===== src/rtl/dht_filter_pkg.sv =====
// Shared types, limits and tenths-format helpers for the DHT11 reading filter.
package dht_filter_pkg;

    typedef enum logic [2:0] {
        ST_IDLE   = 3'd0,
        ST_CHECK  = 3'd1,
        ST_UPDATE = 3'd2,
        ST_DIVIDE = 3'd3,
        ST_EMIT   = 3'd4
    } filter_state_t;

    localparam int TENTHS_W   = 10;
    localparam int TEMP_MAX   = 50;
    localparam int HUM_MIN    = 20;
    localparam int HUM_MAX    = 90;
    localparam int DIV_CYCLES = 10;

    // Only meaningful for in-range readings; out-of-range ones are rejected before use.
    function automatic logic [TENTHS_W-1:0] to_tenths(input logic [7:0] int_part,
                                                      input logic [7:0] dec_part);
        return TENTHS_W'(({4'd0, int_part} * 12'd10) + {4'd0, dec_part});
    endfunction

    function automatic logic [TENTHS_W-1:0] abs_diff(input logic [TENTHS_W-1:0] a,
                                                     input logic [TENTHS_W-1:0] b);
        return (a > b) ? (a - b) : (b - a);
    endfunction

endpackage


===== src/rtl/div10_seq.sv =====
// Restoring divide of a tenths value by 10, one dividend bit per cycle.
// The start cycle already retires the MSB, so done arrives on the 10th cycle of the divide phase.
module div10_seq
    import dht_filter_pkg::*;
(
    input  logic                clk,
    input  logic                reset,
    input  logic                i_start,
    input  logic [TENTHS_W-1:0] i_dividend,
    output logic                o_done,
    output logic [7:0]          o_quotient,
    output logic [3:0]          o_remainder
);

    logic [TENTHS_W-1:0] r_dvd;
    logic [7:0]          r_quo;
    logic [3:0]          r_rem;
    logic [3:0]          r_cnt;
    logic                r_done;

    logic [TENTHS_W-1:0] w_dvd_in;
    logic [6:0]          w_quo_in;
    logic [3:0]          w_rem_in;
    logic [4:0]          w_trial;
    logic                w_fits;
    logic [3:0]          w_rem_next;
    logic [7:0]          w_quo_next;
    logic [TENTHS_W-1:0] w_dvd_next;

    // One restoring step, seeded from the new operand on start.
    always_comb begin
        if (i_start) begin
            w_dvd_in = i_dividend;
            w_quo_in = 7'd0;
            w_rem_in = 4'd0;
        end else begin
            w_dvd_in = r_dvd;
            w_quo_in = r_quo[6:0];
            w_rem_in = r_rem;
        end
        w_trial = {w_rem_in, w_dvd_in[TENTHS_W-1]};
        w_fits  = (w_trial >= 5'd10);
        if (w_fits) begin
            w_rem_next = 4'(w_trial - 5'd10);
        end else begin
            w_rem_next = w_trial[3:0];
        end
        w_quo_next = {w_quo_in, w_fits};
        w_dvd_next = {w_dvd_in[TENTHS_W-2:0], 1'b0};
    end

    // Iteration counter, partial remainder/quotient and done pulse.
    always_ff @(posedge clk or posedge reset) begin
        if (reset) begin
            r_dvd  <= {TENTHS_W{1'b0}};
            r_quo  <= 8'd0;
            r_rem  <= 4'd0;
            r_cnt  <= 4'd0;
            r_done <= 1'b0;
        end else begin
            r_done <= 1'b0;
            if (i_start) begin
                r_dvd <= w_dvd_next;
                r_quo <= w_quo_next;
                r_rem <= w_rem_next;
                r_cnt <= 4'(DIV_CYCLES - 1);
            end else if (r_cnt != 4'd0) begin
                r_dvd  <= w_dvd_next;
                r_quo  <= w_quo_next;
                r_rem  <= w_rem_next;
                r_cnt  <= r_cnt - 4'd1;
                r_done <= (r_cnt == 4'd1);
            end else begin
                r_cnt <= 4'd0;
            end
        end
    end

    assign o_done      = r_done;
    assign o_quotient  = r_quo;
    assign o_remainder = r_rem;

endmodule


===== src/rtl/dht_reading_filter.sv =====
// Validates DHT11 readings, keeps a ring-buffer moving average and flags stale data.
module dht_reading_filter
    import dht_filter_pkg::*;
#(
    parameter int CLK_HZ      = 100_000_000,
    parameter int STALE_SEC   = 5,
    parameter int DEPTH_LOG2  = 2,
    parameter int MAX_STEP_T  = 50,
    parameter int MAX_STEP_H  = 100,
    parameter int REJECT_LOCK = 3
)
(
    input  logic       clk,
    input  logic       reset,
    input  logic       i_in_valid,
    input  logic       i_in_error,
    input  logic [7:0] i_hum_int,
    input  logic [7:0] i_hum_dec,
    input  logic [7:0] i_temp_int,
    input  logic [7:0] i_temp_dec,
    output logic       o_out_valid,
    output logic [7:0] o_out_hum_int,
    output logic [7:0] o_out_hum_dec,
    output logic [7:0] o_out_temp_int,
    output logic [7:0] o_out_temp_dec,
    output logic       o_rejected,
    output logic [7:0] o_reject_cnt,
    output logic       o_stale,
    output logic       o_busy
);

    localparam int          DEPTH        = 1 << DEPTH_LOG2;
    localparam int          SUM_W        = TENTHS_W + DEPTH_LOG2;
    localparam int unsigned STALE_CYCLES = STALE_SEC * CLK_HZ;
    localparam int          STALE_W      = $clog2(STALE_CYCLES + 1);

    filter_state_t       r_state;
    logic [7:0]          r_hum_int, r_hum_dec, r_temp_int, r_temp_dec;
    logic                r_primed, r_reprime;
    logic [7:0]          r_consec;
    logic [7:0]          r_reject_cnt;
    logic                r_rejected, r_out_valid, r_stale, r_busy;
    logic [7:0]          r_out_hum_int, r_out_hum_dec, r_out_temp_int, r_out_temp_dec;
    logic [TENTHS_W-1:0] r_buf_t [DEPTH];
    logic [TENTHS_W-1:0] r_buf_h [DEPTH];
    logic [SUM_W-1:0]    r_sum_t, r_sum_h;
    logic [DEPTH_LOG2-1:0] r_wptr;
    logic [STALE_W-1:0]  r_stale_cnt;

    logic [TENTHS_W-1:0] w_v_t, w_v_h, w_avg_t, w_avg_h;
    logic                w_range_bad, w_step_bad, w_lock_hit, w_prime, w_stale_hit;
    logic [SUM_W-1:0]    w_sum_next_t, w_sum_next_h;
    logic                w_div_start, w_done_t, w_done_h;
    logic [7:0]          w_quo_t, w_quo_h;
    logic [3:0]          w_rem_t, w_rem_h;

    // Reading validation and next ring sums.
    always_comb begin
        w_v_t   = to_tenths(r_temp_int, r_temp_dec);
        w_v_h   = to_tenths(r_hum_int, r_hum_dec);
        w_avg_t = r_sum_t[SUM_W-1:DEPTH_LOG2];
        w_avg_h = r_sum_h[SUM_W-1:DEPTH_LOG2];
        w_range_bad = (r_temp_dec > 8'd9) || (r_hum_dec > 8'd9) ||
                      (r_temp_int > 8'(TEMP_MAX)) ||
                      (r_hum_int < 8'(HUM_MIN)) || (r_hum_int > 8'(HUM_MAX));
        w_step_bad  = r_primed &&
                      ((abs_diff(w_v_t, w_avg_t) > TENTHS_W'(MAX_STEP_T)) ||
                       (abs_diff(w_v_h, w_avg_h) > TENTHS_W'(MAX_STEP_H)));
        w_lock_hit  = (r_consec == 8'(REJECT_LOCK - 1));
        w_prime     = !r_primed || r_reprime;
        if (w_prime) begin
            w_sum_next_t = {w_v_t, {DEPTH_LOG2{1'b0}}};
            w_sum_next_h = {w_v_h, {DEPTH_LOG2{1'b0}}};
        end else begin
            w_sum_next_t = r_sum_t - {{DEPTH_LOG2{1'b0}}, r_buf_t[r_wptr]} + {{DEPTH_LOG2{1'b0}}, w_v_t};
            w_sum_next_h = r_sum_h - {{DEPTH_LOG2{1'b0}}, r_buf_h[r_wptr]} + {{DEPTH_LOG2{1'b0}}, w_v_h};
        end
        w_div_start = (r_state == ST_UPDATE);
        w_stale_hit = (r_state != ST_UPDATE) && (r_stale_cnt == STALE_W'(STALE_CYCLES - 1));
    end

    // The dividers load the post-update average directly so DIVIDE stays at 10 cycles.
    div10_seq u_div_t (
        .clk         (clk),
        .reset       (reset),
        .i_start     (w_div_start),
        .i_dividend  (w_sum_next_t[SUM_W-1:DEPTH_LOG2]),
        .o_done      (w_done_t),
        .o_quotient  (w_quo_t),
        .o_remainder (w_rem_t)
    );

    div10_seq u_div_h (
        .clk         (clk),
        .reset       (reset),
        .i_start     (w_div_start),
        .i_dividend  (w_sum_next_h[SUM_W-1:DEPTH_LOG2]),
        .o_done      (w_done_h),
        .o_quotient  (w_quo_h),
        .o_remainder (w_rem_h)
    );

    // Cycles since the last accepted reading; holds once the stale point is reached.
    always_ff @(posedge clk or posedge reset) begin
        if (reset) begin
            r_stale_cnt <= {STALE_W{1'b0}};
        end else if (r_state == ST_UPDATE) begin
            r_stale_cnt <= {STALE_W{1'b0}};
        end else if (r_stale_cnt != STALE_W'(STALE_CYCLES)) begin
            r_stale_cnt <= r_stale_cnt + STALE_W'(1);
        end else begin
            r_stale_cnt <= r_stale_cnt;
        end
    end

    // Ring buffer and running sums.
    always_ff @(posedge clk or posedge reset) begin
        if (reset) begin
            for (int i = 0; i < DEPTH; i++) begin
                r_buf_t[i] <= {TENTHS_W{1'b0}};
                r_buf_h[i] <= {TENTHS_W{1'b0}};
            end
            r_sum_t <= {SUM_W{1'b0}};
            r_sum_h <= {SUM_W{1'b0}};
            r_wptr  <= {DEPTH_LOG2{1'b0}};
        end else if (r_state == ST_UPDATE) begin
            r_sum_t <= w_sum_next_t;
            r_sum_h <= w_sum_next_h;
            if (w_prime) begin
                for (int i = 0; i < DEPTH; i++) begin
                    r_buf_t[i] <= w_v_t;
                    r_buf_h[i] <= w_v_h;
                end
            end else begin
                r_buf_t[r_wptr] <= w_v_t;
                r_buf_h[r_wptr] <= w_v_h;
                r_wptr          <= r_wptr + DEPTH_LOG2'(1);
            end
        end else begin
            r_wptr <= r_wptr;
        end
    end

    // Control FSM with registered status and output pulses.
    always_ff @(posedge clk or posedge reset) begin
        if (reset) begin
            r_state        <= ST_IDLE;
            r_hum_int      <= 8'd0;
            r_hum_dec      <= 8'd0;
            r_temp_int     <= 8'd0;
            r_temp_dec     <= 8'd0;
            r_primed       <= 1'b0;
            r_reprime      <= 1'b0;
            r_consec       <= 8'd0;
            r_reject_cnt   <= 8'd0;
            r_rejected     <= 1'b0;
            r_out_valid    <= 1'b0;
            r_stale        <= 1'b0;
            r_busy         <= 1'b0;
            r_out_temp_int <= 8'd25;
            r_out_temp_dec <= 8'd0;
            r_out_hum_int  <= 8'd50;
            r_out_hum_dec  <= 8'd0;
        end else begin
            r_rejected  <= 1'b0;
            r_out_valid <= 1'b0;
            if (w_stale_hit) begin
                r_stale  <= 1'b1;
                r_primed <= 1'b0;
            end
            case (r_state)
                ST_IDLE: begin
                    if (i_in_valid && !i_in_error) begin
                        r_hum_int  <= i_hum_int;
                        r_hum_dec  <= i_hum_dec;
                        r_temp_int <= i_temp_int;
                        r_temp_dec <= i_temp_dec;
                        r_reprime  <= 1'b0;
                        r_busy     <= 1'b1;
                        r_state    <= ST_CHECK;
                    end else begin
                        r_state <= ST_IDLE;
                    end
                end
                ST_CHECK: begin
                    if (w_range_bad) begin
                        r_rejected   <= 1'b1;
                        r_reject_cnt <= (r_reject_cnt == 8'hFF) ? 8'hFF : r_reject_cnt + 8'd1;
                        r_consec     <= 8'd0;
                        r_busy       <= 1'b0;
                        r_state      <= ST_IDLE;
                    end else if (w_step_bad) begin
                        r_reject_cnt <= (r_reject_cnt == 8'hFF) ? 8'hFF : r_reject_cnt + 8'd1;
                        if (w_lock_hit) begin
                            r_reprime <= 1'b1;
                            r_state   <= ST_UPDATE;
                        end else begin
                            r_rejected <= 1'b1;
                            r_consec   <= r_consec + 8'd1;
                            r_busy     <= 1'b0;
                            r_state    <= ST_IDLE;
                        end
                    end else begin
                        r_state <= ST_UPDATE;
                    end
                end
                ST_UPDATE: begin
                    r_primed  <= 1'b1;
                    r_reprime <= 1'b0;
                    r_stale   <= 1'b0;
                    r_consec  <= 8'd0;
                    r_state   <= ST_DIVIDE;
                end
                ST_DIVIDE: begin
                    if (w_done_t && w_done_h) begin
                        r_out_temp_int <= w_quo_t;
                        r_out_temp_dec <= {4'd0, w_rem_t};
                        r_out_hum_int  <= w_quo_h;
                        r_out_hum_dec  <= {4'd0, w_rem_h};
                        r_out_valid    <= 1'b1;
                        r_state        <= ST_EMIT;
                    end else begin
                        r_state <= ST_DIVIDE;
                    end
                end
                ST_EMIT: begin
                    r_busy  <= 1'b0;
                    r_state <= ST_IDLE;
                end
                default: begin
                    r_busy  <= 1'b0;
                    r_state <= ST_IDLE;
                end
            endcase
        end
    end

    assign o_out_valid    = r_out_valid;
    assign o_out_hum_int  = r_out_hum_int;
    assign o_out_hum_dec  = r_out_hum_dec;
    assign o_out_temp_int = r_out_temp_int;
    assign o_out_temp_dec = r_out_temp_dec;
    assign o_rejected     = r_rejected;
    assign o_reject_cnt   = r_reject_cnt;
    assign o_stale        = r_stale;
    assign o_busy         = r_busy;

endmodule

===== config.mk =====
export PLATFORM = sky130hd
export DESIGN_NAME = dht_reading_filter
export DESIGN_NICKNAME = d
export VERILOG_FILES = /design/src/rtl/dht_filter_pkg.sv /design/src/rtl/div10_seq.sv /design/src/rtl/dht_reading_filter.sv
export SDC_FILE = /design/constraint.sdc
export NUM_CORES = 1
export LEC_CHECK = 0
export ABC_AREA = 1
export CORE_MARGIN = 3
export CORE_UTILIZATION = 45
export DETAILED_ROUTE_END_ITERATION = 8
export PLACE_DENSITY_LB_ADDON = 0.08
export SLEW_MARGIN = 5
export SYNTH_ARGS = -nofsm -noshare
export SYNTH_HDL_FRONTEND = slang
export SYNTH_SLANG_ARGS = --single-unit

===== constraint.sdc =====
create_clock -name clk -period 28.1 [get_ports clk]
set_input_delay 8.43 -clock clk [delete_from_list [all_inputs] [get_ports clk]]
set_output_delay 8.43 -clock clk [all_outputs]
set_load 0.005 [all_outputs]

=== Word level (Yosys, flattened, before mapping) ===
Cells that the tools add are included.

* Bits in registers: 270
* Input port bits: 36
* Output and inout bits: 44
* Logic and storage cells: 201

* $add $sub $neg: 18
* Multiply operators: 2
* Order comparisons: 13
* Eq/ne operators: 16
* Muxes and demuxes: 79
* Bitwise gates (word level): 3
* Reduce and logical (&&, ||, !) cells: 31

{| class="wikitable"
|+ Operator list
! cell !! count
|-
| 2-to-1 mux 10 bit || 13
|-
| bitwise mux 40 bit || 2
|-
| 2-to-1 mux 40 bit || 2
|-
| 2-to-1 mux 8 bit || 10
|-
| 2-to-1 mux 29 bit || 2
|-
| 2-to-1 mux 4 bit || 12
|-
| binary-select mux 10 bit (select 2 bit) || 2
|-
| subtractor 10 bit || 4
|-
| adder 29 x 1 -> 29 bit (second input constant) || 1
|-
| equality test 29 bit (second input constant) || 1
|-
| inequality test 29 bit (second input constant) || 1
|-
| adder 12 x 10 -> 12 bit || 2
|-
| 2-to-1 mux 12 bit || 2
|-
| subtractor 12 x 10 -> 12 bit || 2
|-
| 2-to-1 mux 1 bit || 23
|-
| adder 10 x 8 -> 10 bit || 2
|-
| demux 10 bit (select 2 bit) || 1
|-
| > comparator 10 bit || 2
|-
| multiplier 8 x 3 -> 9 bit (second input constant) || 2
|-
| adder 8 x 1 -> 8 bit (second input constant) || 2
|-
| > comparator 8 x 4 -> 1 bit (second input constant) || 2
|-
| case mux 8 bit (2 select lines) || 1
|-
| 2-to-1 mux 7 bit || 2
|-
| case mux 3 bit (4 select lines) || 1
|-
| 36 further kinds || 68
|}

=== Longest topological paths before layout ===
* Depth after elaboration: 12
* Mapped depth: 34
* Depth with buffers taken out: 33

=== Hierarchy ===
From an unflattened synthesis, not the netlist that was laid out.

* Cell total of the unflattened synthesis: 2,150
* Area total of the unflattened synthesis: 16,930.0 um^2

{| class="wikitable"
|+ By module, submodules not included
! module !! times used !! cells an instance !! area each (um^2) !! sequential area each (um^2)
|-
| dht_reading_filter || 1 || 1,874 || 14,482.6 || 5,412.7
|-
| div10_seq || 2 || 138 || 1,223.7 || 650.6
|}

=== Least setup slack after synthesis ===
No wires, ideal clock.

* Kind: input-to-reg
* From: in i_in_valid
* To: reg r_hum_dec[0]
* Setup time: 0.133 ns
* Arrival: 9.540 ns
* Required time: 27.967 ns
* Setup slack: 18.427 ns
* Stages: 6
* Buffers on the path: 2
* Path through: inv_1 > o21ai_0 > nand3_1 > clkbuf_1 > clkbuf_1 > a21oi_1

* Word-level cells in the longest chain between the ends: 2

{| class="wikitable"
|+ RTL lines
! item !! RTL line !! RTL
|-
| from (decl) || dht_reading_filter.sv:15 || <nowiki>input logic i_in_valid,</nowiki>
|-
| logical AND 1 bit || dht_reading_filter.sv:173 || <nowiki>if (i_in_valid && !i_in_error) begin</nowiki>
|-
| AND reduction 2 bit (no line) || -- ||
|-
| to (signal assigned) || dht_reading_filter.sv:175 || <nowiki>r_hum_dec <= i_hum_dec;</nowiki>
|-
| to (decl) || dht_reading_filter.sv:38 || <nowiki>logic [7:0] r_hum_int, r_hum_dec, r_temp_int, r_temp_dec;</nowiki>
|}

No other way between the ends.
A chain may end at the register's enable or synchronous reset.

=== Final worst setup path ===
* From: in i_in_valid
* To: reg r_hum_dec[1]

Same word-level chain as after synthesis.

==> flow_summary.toml <==
[detailed_routing]
dr.first_iter.drc_count = 882
antenna_left = 0
vias_per_cell = 5.27
dr.pass1.iters = 5
dr_total_vias = 14100
route.detailed.drc = 0
route.final.wire_length_um = 41600
post_drt_wl_per_cell_um = 15.5

[critical_path]
worst-endpoint-arrival_ps = 10750
reg2reg_slack_ps = 22040
worstReg2RegStart = "r_temp_int[1]$_DFFE_PP0P_"
path_max_fanout = 53
cp_launch_type = "input pin"
regToRegEndpoint = "o_reject_cnt[6]$_DFFE_PP0P_"
reg2reg_depth = 31
timing.critical_path.required_ps = 28540
crit_path_end_kind = "register"
setup.worst_path.class = "in -> reg"

[sta]
slew_headroom_pct = 26.5
report.final.slew_viol_count = 0
rsz_0062_raised_after_global_routing = "no"
hold_ws_ps = 471
finalClockSkew_ps = 37.0
totalNegativeSetupSlack_ps = 0
final_hold_viol_count = 0
maxClockFrequency_ghz = 0.0970
period_needed_ps = 10310
setup_viol = 0
worstMarginPinSlew_ps = 1100
fin_crit_sh_pct = 36.7

[hold_path]
hold_end = "r_consec[7]$_DFFE_PP0P_"
worst_hold_path.num_cells = 2
timing.hold.worst.start = "r_consec[7]$_DFFE_PP0P_"
worst_hold_path_type = "reg -> reg"

[clock_tree]
clk_path_buf_depth = 3
clk_transition_reported_paths_ps = 60
h-tree-depth = 1
worst_skew_pair.late_latency_ps = 590
cts_sinks = 268
cts_tree = "yes"
postCtsResizedCells = 0
cts-buffers-inserted = 30
clk_root_buffer_cell = "clkbuf_16"
hold_fix_buffers_at_cts = 0
cts_setup_buffers = 0

[job]
maxCapViolations = 0

[grt]
grt-ovfl-total = 0
grtUsageTotal_pct = 21.2
largest_net_degree_at_the_start_of_global_routing = 162
grt_antenna_before_repair = 0
wire_length_of_the_first_global_routing_pass_um = 69100
first_global_vias = 13700

[yosys]
synth.top_cells.by_area = "dfrtp_1 (39%), nand2_1 (10%), ha_1 (8.2%)"
netlist.top_cell.by_area = "dfrtp_1"
ys.flop_type = "dfrtp_1"
synth.yosys.seq_area_share_pct = 39.8
number_of_synthesized_flops_with_an_enable_pin = 0
post_synthesis_instance_total = 2140
synthesis.area_mm2 = 0.0169
yosys_register_bits = 268
synth.cells.most_frequent = "nand2_1 (454), inv_1 (268), dfrtp_1 (262)"
ys_warn_count = 0
async_flop_share_pct = 100
post_synth.cell_area_avg_um2 = 7.88
leading_cell_type_by_number_of_instances_after_synthesis = "nand2_1"
synth.top_cell.area_share_pct = 38.9
number_of_distinct_library_cell_variants_in_the_gate_level_netlist_after_synthesis = 58

[floorplan]
floorplan.die_area_mm2 = 0.0398
start_util_pct = 45.8
die_ht_um = 200
io_pins = 80
die_w_um = 200
rows = 70
core_area_mm2 = 0.0368

[layout]
post_layout_nonfiller_instances = 2674
finish.net_count = 2361
synthToLayoutAreaGrowth_pct = 12.6
post_route_cells_drive_above_1_share_pct = 5.89
insertedDiodeCount = 0
final_core_util_pct = 51.6

[placed_design]
routabilityCongestion = 0.902
buffer_ports.inserted = 71
placedCellCount = 2622
dp.final_hpwl_um = 30200

[outcome]
status = "complete, no violations"
## registers in the layout, summed over array words and instances, names as in the netlist, 8 cells and up
| name | count |
|---|---|
| o_out_hum_int | 8 |
| o_out_temp_int | 8 |
| o_reject_cnt | 8 |
| r_buf_h | 40 |
| r_buf_t | 40 |
| r_consec | 8 |
| r_hum_dec | 8 |
| r_hum_int | 8 |
| r_stale_cnt | 29 |
| r_sum_h | 12 |
| r_sum_t | 12 |
| r_temp_dec | 8 |
| r_temp_int | 8 |
| u_div_h.o_quotient | 8 |
| u_div_h.r_dvd | 9 |
| u_div_t.o_quotient | 8 |
| u_div_t.r_dvd | 9 |
## final cells by class
| class | count | area, um2 |
|---|---|---|
| Multi-Input combinational cell | 1531 | 8830 |
| Fill cell | 3522 | 17800 |
| Timing Repair Buffer | 80 | 791 |
| Tap cell | 468 | 586 |
| Clock inverter | 14 | 201 |
| Sequential cell | 268 | 6710 |
| Inverter | 275 | 1040 |
| Clock buffer | 38 | 821 |
## how the worst max path moves through the flow
stage                          start                        to  slack (ps)  depth (start not counted)
after global placement    i_in_valid  r_hum_dec[1]$_DFFE_PP0P_       17180                          5
final                     i_in_valid  r_hum_dec[1]$_DFFE_PP0P_       17790                          5
after global routing      i_in_valid  r_hum_dec[1]$_DFFE_PP0P_       17600                          5
after floorplan                reset        o_busy$_DFFE_PP0P_       12300                          1
after detailed placement  i_in_valid  r_hum_int[3]$_DFFE_PP0P_       17210                          5
after CTS                 i_in_valid  r_hum_dec[1]$_DFFE_PP0P_       17810                          5
## cell usage in the layout (no fill, tap or decap), drive strengths merged, types with 38 or more instances in the layout
cell           synthesis  routed
o21ai                232     232
ha                   111     111
a21oi                146     146
nand2                464     464
clkdlybuf4s50          0      71
clkbuf                52      38
nand3                104     104
inv                  273     274
xor2                  48      48
nor2                 200     200
dfrtp                262     262
## per-layer routing
layer | wire length, um | vias to the layer above | track usage (%)
met3 | 1580 | 61 | 2.43
met5 | 0 | - | 0
met4 | 1200 | 0 | 6.85
met1 | 19300 | 6687 | 28.9
li1 | - | 7095 | -
met2 | 19500 | 253 | 35.6
## worst max-delay path: stages
cell	delay (ps)
clkdlybuf4s50_1	450
inv_1	40
o21ai_0	300
nand3_2	880
mux2_2	610
## metrics by stage
| stage | cell area [um2] | setup slack (ps) |
|---|---|---|
| finish | 19000 | 17790 |
| CTS | 19000 | 17810 |
| detailed placement | 18000 | 17210 |
| floorplan | 16900 | 12300 |
| global placement | 18000 | 17180 |
| global route | 19000 | 17600 |
## kinds of logic after synthesis
logic type | Yosys count | synth area share (%)
flops | 268 | 39.8
other cells | 1 | 0.0222
mux | 17 | 1.14
compound gates | 459 | 14.9
xor+xnor | 62 | 3.22
fa+ha+maj | 139 | 11.6
buf+inv | 348 | 8.13
simple gates | 846 | 21.2
Power is left out: the tool's default activity adds up to more than one toggle a clock period on the data nets, which glitch-free logic cannot reach.
